$ cat config.mk
export PLATFORM = sky130hd
export DESIGN_NAME = serial_cmd_router_flat
export DESIGN_NICKNAME = d
export VERILOG_FILES = /design/src/rtl/serial_cmd_router_if.sv /design/src/rtl/serial_cmd_router.sv /design/src/flat_wrapper.sv
export SDC_FILE = /design/constraint.sdc
export NUM_CORES = 1
export LEC_CHECK = 0
export ABC_CLOCK_PERIOD_IN_PS = 2300
export BUFFER_PORTS_ARGS = -buffer_cell sky130_fd_sc_hd__buf_2
export CORE_ASPECT_RATIO = 0.8
export CORE_MARGIN = 5
export CORE_UTILIZATION = 30
export CTS_CLUSTER_SIZE = 24
export DETAILED_ROUTE_END_ITERATION = 10
export GPL_ROUTABILITY_DRIVEN = 0
export SLEW_MARGIN = 0
export SYNTH_ARGS = -nofsm -noshare
export SYNTH_HDL_FRONTEND = slang
export SYNTH_SLANG_ARGS = --single-unit
$ cat constraint.sdc
create_clock -name clk -period 2.3 [get_ports clk]
set_input_delay 0.115 -clock clk [delete_from_list [all_inputs] [get_ports clk]]
set_output_delay 0.115 -clock clk [all_outputs]
set_load 0.02 [all_outputs]
$ cat src/rtl/serial_cmd_router_if.sv
// Bundle of the byte-stream, status and downstream-channel signals of serial_cmd_router.
// master: host side (RX FIFO, FT2 write path, channel engines); slave: the router itself.
interface serial_cmd_router_if #(
  parameter int NUM_CH = 8
);
  logic [7:0]        in_data;
  logic              in_valid;
  logic              in_ready;
  logic [7:0]        out_data;
  logic              out_valid;
  logic              out_ready;
  logic [NUM_CH-1:0] ch_sel;
  logic              ch_start;
  logic [7:0]        ch_data;
  logic              ch_valid;
  logic              ch_ready;
  logic [NUM_CH-1:0] ch_done;
  logic              busy;
  logic [7:0]        err_count;

  modport master (
    output in_data, in_valid, out_ready, ch_ready, ch_done,
    input  in_ready, out_data, out_valid, ch_sel, ch_start, ch_data, ch_valid, busy, err_count
  );

  modport slave (
    input  in_data, in_valid, out_ready, ch_ready, ch_done,
    output in_ready, out_data, out_valid, ch_sel, ch_start, ch_data, ch_valid, busy, err_count
  );
endinterface

$ cat src/rtl/serial_cmd_router.sv
// Length-prefixed command packet parser: HDR {SYNC, ch}, LEN, LEN payload bytes.
// Payload is forwarded to the selected channel; one status byte is returned per packet.
module serial_cmd_router #(
  parameter int         NUM_CH  = 8,
  parameter logic [3:0] SYNC    = 4'hF,
  parameter int         TIMEOUT = 1000000,
  parameter int         TO_W    = 20
) (
  input  logic                clk,
  input  logic                rst_n,
  serial_cmd_router_if.slave  bus
);

  typedef enum logic [2:0] {S_IDLE, S_LEN, S_PAY, S_DONE, S_STATUS} state_t;

  localparam logic [7:0] CODE_HDR = 8'h65;  // 'e' bad header / channel out of range
  localparam logic [7:0] CODE_LEN = 8'h6C;  // 'l' zero length
  localparam logic [7:0] CODE_OK  = 8'h24;  // '$' channel completed
  localparam logic [7:0] CODE_TO  = 8'h74;  // 't' timeout

  state_t            state_q, state_d;
  logic [3:0]        ch_q, ch_d;
  logic [7:0]        rem_q, rem_d;
  logic [TO_W-1:0]   timer_q, timer_d;
  logic              in_ready_q, in_ready_d;
  logic              out_valid_q, out_valid_d;
  logic [7:0]        out_data_q, out_data_d;
  logic [NUM_CH-1:0] ch_sel_q, ch_sel_d;
  logic              ch_start_q, ch_start_d;
  logic [7:0]        ch_data_q, ch_data_d;
  logic              ch_valid_q, ch_valid_d;
  logic              busy_q, busy_d;
  logic [7:0]        err_count_q, err_count_d;

  logic              in_take, ch_take, timed_out, status_go;
  logic [7:0]        code;
  logic [NUM_CH-1:0] sel_onehot;

  // Next-state and next-output logic for the packet FSM, timer and error counter.
  always_comb begin
    state_d     = state_q;
    ch_d        = ch_q;
    rem_d       = rem_q;
    in_ready_d  = 1'b0;
    out_valid_d = out_valid_q;
    out_data_d  = out_data_q;
    ch_sel_d    = ch_sel_q;
    ch_start_d  = 1'b0;
    ch_data_d   = ch_data_q;
    ch_valid_d  = ch_valid_q;
    err_count_d = err_count_q;
    status_go   = 1'b0;
    code        = CODE_OK;

    // in_ready is a registered one-cycle rd_en pulse, so a byte is taken the cycle it is high.
    in_take   = in_ready_q & bus.in_valid;
    ch_take   = ch_valid_q & bus.ch_ready;
    timed_out = (timer_q == TO_W'(TIMEOUT - 1));

    sel_onehot = '0;
    for (int i = 0; i < NUM_CH; i++) begin
      sel_onehot[i] = (ch_q == 4'(i));
    end

    case (state_q)
      S_IDLE: begin
        if (in_take) begin
          if (bus.in_data[7:4] == SYNC && {1'b0, bus.in_data[3:0]} < 5'(NUM_CH)) begin
            ch_d    = bus.in_data[3:0];
            state_d = S_LEN;
          end else begin
            status_go = 1'b1;
            code      = CODE_HDR;
          end
        end else begin
          in_ready_d = bus.in_valid & ~in_ready_q;
        end
      end

      S_LEN: begin
        if (timed_out) begin
          status_go = 1'b1;
          code      = CODE_TO;
        end else if (in_take) begin
          if (bus.in_data == 8'd0) begin
            status_go = 1'b1;
            code      = CODE_LEN;
          end else begin
            rem_d      = bus.in_data;
            ch_sel_d   = sel_onehot;
            ch_start_d = 1'b1;
            state_d    = S_PAY;
          end
        end else begin
          in_ready_d = bus.in_valid & ~in_ready_q;
        end
      end

      S_PAY: begin
        if (timed_out) begin
          status_go  = 1'b1;
          code       = CODE_TO;
          ch_valid_d = 1'b0;
        end else begin
          if (ch_take) ch_valid_d = 1'b0;
          if (in_take) begin
            ch_data_d  = bus.in_data;
            ch_valid_d = 1'b1;
            rem_d      = rem_q - 8'd1;
          end
          if (ch_take && rem_q == 8'd0) begin
            state_d = S_DONE;
          end else begin
            // Request only when the channel slot is guaranteed empty on the take cycle.
            in_ready_d = bus.in_valid & ~in_ready_q & (rem_q != 8'd0)
                         & (~ch_valid_q | bus.ch_ready);
          end
        end
      end

      S_DONE: begin
        if (timed_out) begin
          status_go = 1'b1;
          code      = CODE_TO;
        end else if (|(bus.ch_done & ch_sel_q)) begin
          status_go = 1'b1;
          code      = CODE_OK;
        end
      end

      S_STATUS: begin
        if (out_valid_q && bus.out_ready) begin
          out_valid_d = 1'b0;
          ch_sel_d    = '0;
          state_d     = S_IDLE;
        end
      end

      default: state_d = S_IDLE;
    endcase

    if (status_go) begin
      state_d     = S_STATUS;
      out_valid_d = 1'b1;
      out_data_d  = code;
      if (code != CODE_OK && err_count_q != 8'hFF) err_count_d = err_count_q + 8'd1;
    end

    busy_d = (state_d != S_IDLE);

    if (state_d != state_q || in_take || ch_take) begin
      timer_d = '0;
    end else if (state_q == S_LEN || state_q == S_PAY || state_q == S_DONE) begin
      timer_d = timer_q + TO_W'(1);
    end else begin
      timer_d = '0;
    end
  end

  // All state and outputs registered; asynchronous clear to idle.
  always_ff @(posedge clk or negedge rst_n) begin
    if (!rst_n) begin
      state_q     <= S_IDLE;
      ch_q        <= '0;
      rem_q       <= '0;
      timer_q     <= '0;
      in_ready_q  <= 1'b0;
      out_valid_q <= 1'b0;
      out_data_q  <= '0;
      ch_sel_q    <= '0;
      ch_start_q  <= 1'b0;
      ch_data_q   <= '0;
      ch_valid_q  <= 1'b0;
      busy_q      <= 1'b0;
      err_count_q <= '0;
    end else begin
      state_q     <= state_d;
      ch_q        <= ch_d;
      rem_q       <= rem_d;
      timer_q     <= timer_d;
      in_ready_q  <= in_ready_d;
      out_valid_q <= out_valid_d;
      out_data_q  <= out_data_d;
      ch_sel_q    <= ch_sel_d;
      ch_start_q  <= ch_start_d;
      ch_data_q   <= ch_data_d;
      ch_valid_q  <= ch_valid_d;
      busy_q      <= busy_d;
      err_count_q <= err_count_d;
    end
  end

  assign bus.in_ready  = in_ready_q;
  assign bus.out_valid = out_valid_q;
  assign bus.out_data  = out_data_q;
  assign bus.ch_sel    = ch_sel_q;
  assign bus.ch_start  = ch_start_q;
  assign bus.ch_data   = ch_data_q;
  assign bus.ch_valid  = ch_valid_q;
  assign bus.busy      = busy_q;
  assign bus.err_count = err_count_q;

endmodule

$ cat src/flat_wrapper.sv
// flat-port wrapper written by rule: the top's interface ports become plain ports
module serial_cmd_router_flat 
#(
  parameter int         NUM_CH  = 8,
  parameter logic [3:0] SYNC    = 4'hF,
  parameter int         TIMEOUT = 1000000,
  parameter int         TO_W    = 20
)
  (clk, rst_n, bus_in_data, bus_in_valid, bus_out_ready, bus_ch_ready, bus_ch_done, bus_in_ready, bus_out_data, bus_out_valid, bus_ch_sel, bus_ch_start, bus_ch_data, bus_ch_valid, bus_busy, bus_err_count);
  serial_cmd_router_if #(.NUM_CH(NUM_CH)) bus_i ();
  input  logic clk;
  input  logic rst_n;
  input wire logic [$bits(bus_i.in_data)-1:0] bus_in_data;
  input wire logic [$bits(bus_i.in_valid)-1:0] bus_in_valid;
  input wire logic [$bits(bus_i.out_ready)-1:0] bus_out_ready;
  input wire logic [$bits(bus_i.ch_ready)-1:0] bus_ch_ready;
  input wire logic [$bits(bus_i.ch_done)-1:0] bus_ch_done;
  output wire logic [$bits(bus_i.in_ready)-1:0] bus_in_ready;
  output wire logic [$bits(bus_i.out_data)-1:0] bus_out_data;
  output wire logic [$bits(bus_i.out_valid)-1:0] bus_out_valid;
  output wire logic [$bits(bus_i.ch_sel)-1:0] bus_ch_sel;
  output wire logic [$bits(bus_i.ch_start)-1:0] bus_ch_start;
  output wire logic [$bits(bus_i.ch_data)-1:0] bus_ch_data;
  output wire logic [$bits(bus_i.ch_valid)-1:0] bus_ch_valid;
  output wire logic [$bits(bus_i.busy)-1:0] bus_busy;
  output wire logic [$bits(bus_i.err_count)-1:0] bus_err_count;
  assign bus_i.in_data = bus_in_data;
  assign bus_i.in_valid = bus_in_valid;
  assign bus_i.out_ready = bus_out_ready;
  assign bus_i.ch_ready = bus_ch_ready;
  assign bus_i.ch_done = bus_ch_done;
  assign bus_in_ready = bus_i.in_ready;
  assign bus_out_data = bus_i.out_data;
  assign bus_out_valid = bus_i.out_valid;
  assign bus_ch_sel = bus_i.ch_sel;
  assign bus_ch_start = bus_i.ch_start;
  assign bus_ch_data = bus_i.ch_data;
  assign bus_ch_valid = bus_i.ch_valid;
  assign bus_busy = bus_i.busy;
  assign bus_err_count = bus_i.err_count;
  serial_cmd_router #(.NUM_CH(NUM_CH), .SYNC(SYNC), .TIMEOUT(TIMEOUT), .TO_W(TO_W)) u_core (.clk(clk), .rst_n(rst_n), .bus(bus_i));
endmodule
==> results of run 1 <==
[cell type report]
class | instances | area, µm² | share of cell area, %
flip-flops and latches | 69 | 1730 | 38.2
multi-input cells | 267 | 1720 | 38.1
repair buffers | 80 | 475 | 10.5
clock buffers | 10 | 239 | 5.29
well taps | 148 | 185 | 4.10
clock inverters | 6 | 134 | 2.96
inverters | 10 | 37.5 | 0.831
[through the flow]
step / hold slack, ps / util, %
after CTS: 24.3 / 38.7
final: -21.7 / 39.1
after global routing: 70.2 / 39.1
after floorplan: -181 / -
after global placement: 374 / 35.5
after detailed placement: 380 / 35.5
[registers in the layout, summed over array words and instances, names as in the netlist, 3 cells and up]
signal	count
u_core.bus.ch_data	8
u_core.ch_q	4
u_core.bus.ch_sel	8
u_core.bus.out_data	5
u_core.timer_q	20
u_core.state_q	3
u_core.bus.err_count	8
u_core.rem_q	8
[path summary, 6_finish.rpt]
check | slack [ps] | to | depth (start not counted)
worst min register to register | 450 | u_core.timer_q[0] | 1
worst min-delay path | -20 | u_core.timer_q[12] | 2
worst max register to register | 100 | u_core.state_q[0] | 7
max in group asynchronous | 1760 | u_core.bus.out_valid | 2
worst max-delay path | 100 | u_core.state_q[0] | 7
min in group clk | 70 | u_core.ch_q[0] | 3
[power groups by stage]
stage | Clock, µW | Sequential, µW | Combinational, µW
6_report | 1710 | 1710 | 1100
5_1_grt | 1790 | 1750 | 1210
4_1_cts | 1750 | 1710 | 1100
3_5_place_dp | 0 | 1730 | 1100
3_3_place_gp | 0 | 1720 | 1070
2_1_floorplan | 0 | 1910 | 482
[what timing repair did]
action                                  4_1_cts  5_1_grt
endpoints found under the setup margin        0       23
resized for setup                             0        6
buffers inserted                              0        3
endpoints found under the hold margin         0        0
[per-layer routing]
layer | up-vias | track usage (%) | part of all wire, %
li1 | 1431 | - | -
met1 | 1408 | 18.3 | 48
met2 | 88 | 18.8 | 44
met3 | 4 | 4.27 | 7.5
met4 | 0 | 4.04 | 0.56
met5 | - | 0 | 0
[logic make-up (layout without fill, tap and decap cells)]
kind of cell	Yosys count	in the layout	share of synthesized area, %
and+or+nand+nor	159	159	23.6
buffers and inverters	28	106	3.56
AOI/OAI and AO/OA	58	58	10.6
adders and majority gates	4	4	1.41
other	1	2	0.106
xor gates and xnor gates	24	24	5.93
DFF	69	69	48.7
muxes	20	20	6.07
[synthesized netlist by cell type (all sizes together), types with 7 or more instances]
master | n | area share [%]
nand4 | 14 | 2.5
inv | 10 | 1.1
clkbuf | 8 | 0.85
o21ai | 12 | 1.7
xor2 | 16 | 4.0
mux2 | 12 | 3.8
and2 | 7 | 1.2
xnor2 | 8 | 2.0
nand3 | 22 | 3.1
a21oi | 15 | 2.2
buf | 10 | 1.7
nand2 | 41 | 4.4
mux2i | 8 | 2.3
dfrtp | 69 | 49
nor2 | 30 | 3.2
a31oi | 9 | 1.6
==> summary.md, run 1 <==
| Metric | Value |
|---|---|
| Crit path max fanout | `6` |
| Maximum vdd drop | `0.000482 V` |
| Die Footprint | `0.0141 mm²` |
| Clock buffer depth | `2` |
| Core area | `0.0116 mm²` |
| Row cnt | `35` |
| Setup TNS | `0 ps` |
| DRC viols | `0` |
| Failing checks | `hold timing` |
| Pwr Total | `4510 µW` |
| Setup Skew | `12.3 ps` |
| CP max stage cell | `or4_4` |
| Clk pwr share | `37.8%` |
| Min cycle time layout | `2200 ps` |
| Startpoint types | `flip-flop` |
| Global route total overflow | `0` |
| Crit. End Element | `flip-flop` |
| Cell Area, Synth | `0.00355 mm²` |
| Cell Chain, Critical Path | `or4_4 -> nor4_4 -> buf_4 -> a21oi_2 -> o31ai_4 -> buf_4 -> a31oi_1` |
| Dpl ws | `66.5 ps` |
| Slew Limit Fails | `0` |
| Most frequent cells in the layout | `dfrtp_1, buf_2, nand2_1, nor2_1, buf_4` |
| Layout cell share with drive strength beyond 1 | `27.4%` |
| # nets final | `462` |
| Worst EP required | `2500 ps` |
| HP Class | `primary input to asynchronous set/reset pin` |
| Initial antenna violation count | `0` |
| Ys Warns | `0` |
| Most Frequent Cell on Critical Path | `buf_4` |
| Maxcap violations | `0` |
| Post-synthesis cell type count | `56` |
| Mapped Avg Cell Area | `9.77 µm²` |
| Fillers | `1163` |
| Port Buf Inserts | `55` |
| Detailed Route Iter0 Violations | `191` |
| Net Switching | `1410 µW` |
| Detailed Place HPWL | `6.67 mm` |
| Post-CTS Hold Buffers | `0` |
| RR Startpoint | `u_core.timer_q[12]` |
| Tot GR Track Use | `13.0%` |
| Area grow syn2layout | `27.5%` |
| Clock sinks | `69` |
| Fraction of registers with async set or reset after synthesis | `100%` |
| Drt pass-1 iters | `4` |
| Hold_ws | `-21.7 ps` |
| Cells after Synth | `363` |
| CTS root buffer | `clkbuf_16` |
| Number of synthesized register bits | `69` |
| Sequential element share of the synthesized area | `48.7%` |
| Detailed-route via count | `2931` |
| DP Area | `0.00410 mm²` |
| IO Pins | `58` |
| H-tree depth | `3` |
| Final hold vios | `37` |
| Die Y | `107 µm` |
| Non-filler cells, final | `590` |
| Routed Antenna Nets | `0` |
| DP Cell Count | `571` |
| RSZ-0062 raised after global routing | `false` |
| Logic pwr share | `24.3%` |
| PwrDens | `999 mW/mm²` |
| Worst-Skew Late Latency | `340 ps` |
| Flop pwr share | `37.9%` |
| Internal power | `3100 µW` |
| Ys flop type | `dfrtp_1` |
| Num CTS Buffers | `9` |
| Top Family by Delay on Critical Path | `simple AND/OR/NAND/NOR gates` |
| Crit path largest cell delay | `520 ps` |
| # setup viols final | `0` |
| Most common cell after layout, fill and taps aside | `dfrtp_1` |
| Largest net degree at the start of global routing | `70` |
| CP Class | `flip-flop to flip-flop` |
| Initial Util | `30.7%` |
| Vias in the first global route | `2899` |
| P_leak | `0.00198 µW` |
| Final instance area | `0.00452 mm²` |
| Final wirelength | `9.06 mm` |
| EDFF count, synth | `0` |
| Drt wl/cell | `15.4 µm` |
| Clk slew on worst S/H paths | `50 ps` |
| TritonCTS clock tree | `yes` |
| Highest Clock Rate | `0.454 GHz` |
| Slew margin rel. | `42.9%` |
| Period utilization | `95.8%` |
| Crit path buf inv count | `2` |
| Status | `finished, violations left` |
| Vias per Instance | `4.97` |
| Actual slew at the worst max-slew pin | `857 ps` |
| Die width | `132 µm` |
| PnR worst setup slack | `96.8 ps` |
| CP Launch Point | `u_core.timer_q[12]` |
| First-pass GRT wire length | `14.9 mm` |
| # diodes | `0` |
| Worst EP arrival | `2400 ps` |
| Switching Fraction | `31.3%` |
No activity file was read; power rests on OpenSTA's default activity.
==> inputs of run 2 (changes only) <==
--- a/config.mk
+++ b/config.mk
@@ -9,10 +9,11 @@
 export BUFFER_PORTS_ARGS = -buffer_cell sky130_fd_sc_hd__buf_2
 export CORE_ASPECT_RATIO = 0.8
 export CORE_MARGIN = 5
-export CORE_UTILIZATION = 30
+export CORE_UTILIZATION = 55
 export CTS_CLUSTER_SIZE = 24
 export DETAILED_ROUTE_END_ITERATION = 10
 export GPL_ROUTABILITY_DRIVEN = 0
+export PLACE_DENSITY = 0.78
 export SLEW_MARGIN = 0
 export SYNTH_ARGS = -nofsm -noshare
 export SYNTH_HDL_FRONTEND = slang
==> run 2 against run 1 <==
Net effect:
- the run now ends clean
- core utilization rose by 29 points
- worst setup slack got worse by 29 ps
- maximum frequency fell by 1.3%
- critical path type unchanged
- critical endpoint is now u_core.bus.ch_data[3]
==> summary.md, run 2 (same netlist as run 1, synthesis figures left out) <==
| Metric | Value |
|---|---|
| Final wirelength | `8.60 mm` |
| Min cycle time layout | `2230 ps` |
| Met1 Track Usage GR | `31.1%` |
| Die Y | `81.8 µm` |
| Crit. End Element | `flip-flop` |
| GR Layer Usage met2 | `33.4%` |
| Clock buffer depth | `2` |
| Biggest register | `u_core.timer_q` |
| Maximum vdd drop | `0.000594 V` |
| Tot GR Track Use | `22.3%` |
| H-tree depth | `3` |
| Highest Clock Rate | `0.448 GHz` |
| Port Buf Inserts | `55` |
| Status | `finished, final reports clean` |
| R2R cell count | `6` |
| RR Startpoint | `u_core.timer_q[10]` |
| Slew Limit Fails | `0` |
| PwrDens | `909 mW/mm²` |
| Slew margin rel. | `58.0%` |
| Worst EP arrival | `2460 ps` |
| Largest net degree at the start of global routing | `44` |
| Clock sinks | `69` |
| Most common cell after layout, fill and taps aside | `dfrtp_1` |
| CP endpoint | `u_core.bus.ch_data[3]` |
| Area grow syn2layout | `21.7%` |
| IO Pins | `58` |
| Global route total overflow | `0` |
| Vias in the first global route | `2951` |
| TritonCTS clock tree | `yes` |
| Dpl ws | `-41.6 ps` |
| Drt pass-1 iters | `5` |
| CP Launch Point | `u_core.timer_q[10]` |
| First-pass GRT wire length | `14.2 mm` |
| Worst reg2reg setup slack | `70 ps` |
| Maxcap violations | `0` |
| Drt wl/cell | `16.3 µm` |
| FF-to-FF End | `u_core.bus.ch_data[3]` |
| Row cnt | `26` |
| Met3 Use GR | `7.98%` |
| Die Footprint | `0.00816 mm²` |
| DRC viols | `0` |
| P_leak | `0.00193 µW` |
| Initial antenna violation count | `0` |
| Core area | `0.00634 mm²` |
| Detailed Place HPWL | `6.25 mm` |
| Routed Antenna Nets | `0` |
| Period utilization | `97.1%` |
| Startpoint types | `flip-flop` |
| Crit path max fanout | `9` |
| Layout cell share with drive strength beyond 1 | `27.0%` |
| Final instance area | `0.00432 mm²` |
| Die width | `99.8 µm` |
| Hold Crit Start | `bus_in_data[0]` |
| CTS root buffer | `clkbuf_8` |
| Initial Util | `55.9%` |
| Actual slew at the worst max-slew pin | `630 ps` |
| CP Class | `flip-flop to flip-flop` |
| # diodes | `0` |
| Setup Skew | `8.15 ps` |
| Clk slew on worst S/H paths | `80 ps` |
| PnR worst setup slack | `67.7 ps` |
| Most frequent cells in the layout | `dfrtp_1, buf_2, nand2_1, nor2_1, buf_4` |
| HP Class | `primary input to flip-flop` |
| Final hold vios | `0` |
| DP Area | `0.00404 mm²` |
| Num CTS Buffers | `9` |
| Max reg flops | `20` |
| Worst-Skew Late Latency | `350 ps` |
| Vias per Instance | `5.71` |
| Detailed-route via count | `3016` |
| Worst EP required | `2530 ps` |
| Detailed Route Iter0 Violations | `253` |
| Grt peak-use layer | `met2` |
| RSZ-0062 raised after global routing | `false` |
| # setup viols final | `0` |
| # nets final | `464` |
-- run 2: area by class of cell --
cell class | count | area, µm²
Clock inverter | 4 | 70.1
Inverter | 10 | 37.5
Sequential cell | 69 | 1730
Timing Repair Buffer | 82 | 505
Fill cell | 497 | 2030
Multi-Input combinational cell | 267 | 1720
Tap cell | 84 | 105
Clock buffer | 12 | 155
-- run 2: metal layers --
metal / routed length, µm / vias to the layer above
met2: 3880 / 112
met5: 0 / -
met4: 56 / 0
met3: 641 / 8
met1: 4010 / 1457
li1: - / 1439
-- run 2: stage by stage --
step / utilization [%] / total power, µW / TNS (ps) / hold slack [ps] / cells
floorplan: - / 2390 / 0 / -181 / 364
global placement: 63.7 / 2760 / 0 / 169 / 508
detailed placement: 63.7 / 2810 / -88.3 / 167 / 508
CTS: 67.6 / 3950 / 0 / 25.1 / 527
global route: 68.0 / 4150 / 0 / 49.7 / 528
finish: 68.0 / 3920 / 0 / 45.8 / 528
-- run 2: worst max-delay path, cell delays in order (launching register included) --
cell and delay [ps]:
dfrtp_1 440, or4b_4 560, nor4_4 270, buf_4 180, a21oi_2 80, nand2_2 220, mux2_2 370
-- run 2: power by group --
part / internal (µW) / switching [µW] / total (µW) / leakage [µW]
combinational: 432 / 664 / 1100 / 0.000921
clock: 667 / 453 / 1120 / 0.000116
sequential: 1470 / 235 / 1710 / 0.000894
-- run 2: worst min-delay path by stage --
stage,end,depth (start not counted)
final,u_core.ch_q[0],3
after global routing,u_core.bus.in_ready,2
after CTS,u_core.ch_q[0],3
after detailed placement,u_core.timer_q[14],1
after global placement,u_core.timer_q[14],1
after floorplan,u_core.bus.busy,0
-- run 2: timing repair --
action                                 in CTS  in global routing
cloned                                      0                  0
setup endpoints to repair                   6                 53
pin swaps                                   2                  1
hold buffers                                1                  0
endpoints found under the hold margin      26                  0
setup buffers                               2                  1
resized for setup                           1                  5
==> inputs of run 3 (changes only) <==
==> constraint.sdc (replaced) <==
create_clock -name clk -period 2.3 [get_ports clk]
set_input_delay 0.69 -clock clk [delete_from_list [all_inputs] [get_ports clk]]
set_output_delay 0.69 -clock clk [all_outputs]
set_load 0.02 [all_outputs]
==> run 3 against run 2 <==
Net effect:
- via count grew 1.2%
- clock-buffer cell count shrank 2
- power shrank 4.4%
- core utilization grew 1.0 points
- worst hold slack gained 300 ps
- worst setup slack lost 6.3 ps
- first-iteration DRC count shrank 4.7%
- clock power shrank 18%
- maximum frequency shrank 0.28%
- sequential share of layout area shrank 0.61 points
- non-clock buffer count grew 15
- register-to-register slack is essentially flat
- critical path type unchanged
- critical endpoint is now u_core.bus.out_data[4]
==> summary.md, run 3 (same netlist as run 1, synthesis figures left out) <==
| Metric | Value |
|---|---|
| Area occupied by multi-input gates | `0.00171 mm²` |
| Clock sinks | `69` |
| Clk pwr share | `24.6%` |
| Crit path max fanout | `4` |
| Setup TNS | `0 ps` |
| Num CTS Buffers | `9` |
| Maxcap violations | `0` |
| PwrDens | `856 mW/mm²` |
| Clk slew on worst S/H paths | `70 ps` |
| Detailed Place HPWL | `6.16 mm` |
| Cell Chain, Critical Path | `or4b_4 -> nor4_4 -> buf_4 -> a31oi_1 -> o31ai_4 -> buf_4 -> o21ai_0` |
| # setup viols final | `0` |
| Most Frequent Cell on Critical Path | `buf_4` |
| Switching Fraction | `35.6%` |
| Core area | `0.00634 mm²` |
| Drt wl/cell | `15.5 µm` |
| Die Y | `81.8 µm` |
| Worst-Skew Late Latency | `350 ps` |
| Die Footprint | `0.00816 mm²` |
| Logic pwr share | `30.2%` |
| Row cnt | `26` |
| Initial Util | `55.9%` |
| CP max stage cell | `or4b_4` |
| Maximum vdd drop | `0.000598 V` |
| Drt pass-1 iters | `5` |
| Status | `finished, final reports clean` |
| TritonCTS clock tree | `yes` |
| CTS root buffer | `clkbuf_8` |
| Worst EP arrival | `2470 ps` |
| Setup Skew | `5.88 ps` |
| IO Pins | `58` |
| Tot GR Track Use | `22.1%` |
| HP Class | `primary input to asynchronous set/reset pin` |
| CP Class | `flip-flop to flip-flop` |
| # diodes | `0` |
| Vias per Instance | `5.63` |
| H-tree depth | `3` |
| Top Family by Delay on Critical Path | `simple AND/OR/NAND/NOR gates` |
| Final hold vios | `0` |
| Highest Clock Rate | `0.447 GHz` |
| Vias in the first global route | `2915` |
| Internal power | `2420 µW` |
| Final wirelength | `8.41 mm` |
| Area grow syn2layout | `23.6%` |
| Slew margin rel. | `61.2%` |
| Startpoint types | `flip-flop` |
| Largest net degree at the start of global routing | `70` |
| Max reg flops | `20` |
| Hold_ws | `348 ps` |
| Critical path depth | `7` |
| Initial antenna violation count | `0` |
| Worst EP required | `2530 ps` |
| RSZ-0062 raised after global routing | `false` |
| P_leak | `0.00198 µW` |
| Die width | `99.8 µm` |
| Port Buf Inserts | `55` |
| Crit path buf inv count | `2` |
| Layout cell share with drive strength beyond 1 | `29.5%` |
| Most frequent cells in the layout | `dfrtp_1, buf_2, nand2_1, buf_4, nor2_1` |
| R2R cell count | `7` |
| Clock buffer depth | `2` |
| Crit. End Element | `flip-flop` |
| Fillers | `507` |
| Global route total overflow | `0` |
| DRC viols | `0` |
| Detailed Route Iter0 Violations | `241` |
| Most common cell after layout, fill and taps aside | `dfrtp_1` |
| Routed Antenna Nets | `0` |
| Min cycle time layout | `2240 ps` |
| # nets final | `479` |
| Crit path largest cell delay | `570 ps` |
| Period utilization | `97.3%` |
| Reg area | `0.00173 mm²` |
| Detailed-route via count | `3053` |
| Actual slew at the worst max-slew pin | `578 ps` |
| Slew Limit Fails | `0` |
| Flop pwr share | `45.3%` |
| Biggest register | `u_core.timer_q` |
| First-pass GRT wire length | `14.0 mm` |
| Net Switching | `1340 µW` |
==> run 3: through the flow <==
| step | worst slack, ps | area (µm²) | util (%) | power (µW) | std cells |
|---|---|---|---|---|---|
| floorplan | 50.0 | 3550 | - | 2390 | 364 |
| global placement | -77.7 | 4170 | 65.8 | 2790 | 526 |
| finish | 61.3 | 4380 | 69.1 | 3750 | 542 |
| CTS | 4.77 | 4350 | 68.6 | 3780 | 541 |
| detailed placement | -176 | 4170 | 65.8 | 2840 | 526 |
| global route | 11.8 | 4380 | 69.1 | 3990 | 542 |
==> run 3: repair_timing <==
item	4_1_cts	5_1_grt
hold buffers	0	0
resized for setup	0	6
setup endpoints to repair	0	24
buffers inserted	0	1
==> run 3: worst paths after layout <==
check | startpoint | endpoint | slack (ps)
setup / recovery | u_core.timer_q[8] | u_core.bus.out_data[4] | 60
hold / removal | rst_n | u_core.timer_q[19] | 350
setup reg to reg | u_core.timer_q[8] | u_core.bus.out_data[4] | 60
hold reg to reg | u_core.timer_q[0] | u_core.timer_q[0] | 450
max in group asynchronous | rst_n | u_core.rem_q[7] | 1650
min in group clk | u_core.timer_q[0] | u_core.timer_q[0] | 450
==> run 3: per-layer routing <==
metal / routed length, µm / GRT usage [%]
met1: 3860 / 29.7
met2: 3810 / 34.6
met3: 657 / 6.96
met4: 79 / 6.55
met5: 0 / 0
==> run 3: final cells by class <==
class | count | share of cell area [%]
clock buffer | 10 | 2.91
clock inverter | 5 | 1.20
inverter | 10 | 0.857
multi-input combinational | 267 | 39.1
sequential | 69 | 39.4
tap | 84 | 2.40
timing repair buffer | 97 | 14.1
==> run 3: power by group through the flow <==
stage	clock network, µW	logic [µW]	registers, µW
after floorplan	0	482	1910
after global placement	0	1090	1700
after detailed placement	0	1130	1720
after CTS	954	1130	1700
after global routing	1020	1230	1740
final	923	1130	1700
==> run 3: worst register-to-register path, cell delays in order, from the launching register on <==
cell and delay, ps:
dfrtp_1 410, or4b_4 570, nor4_4 270, buf_4 180
a31oi_1 140, o31ai_4 320, buf_4 180, o21ai_0 60
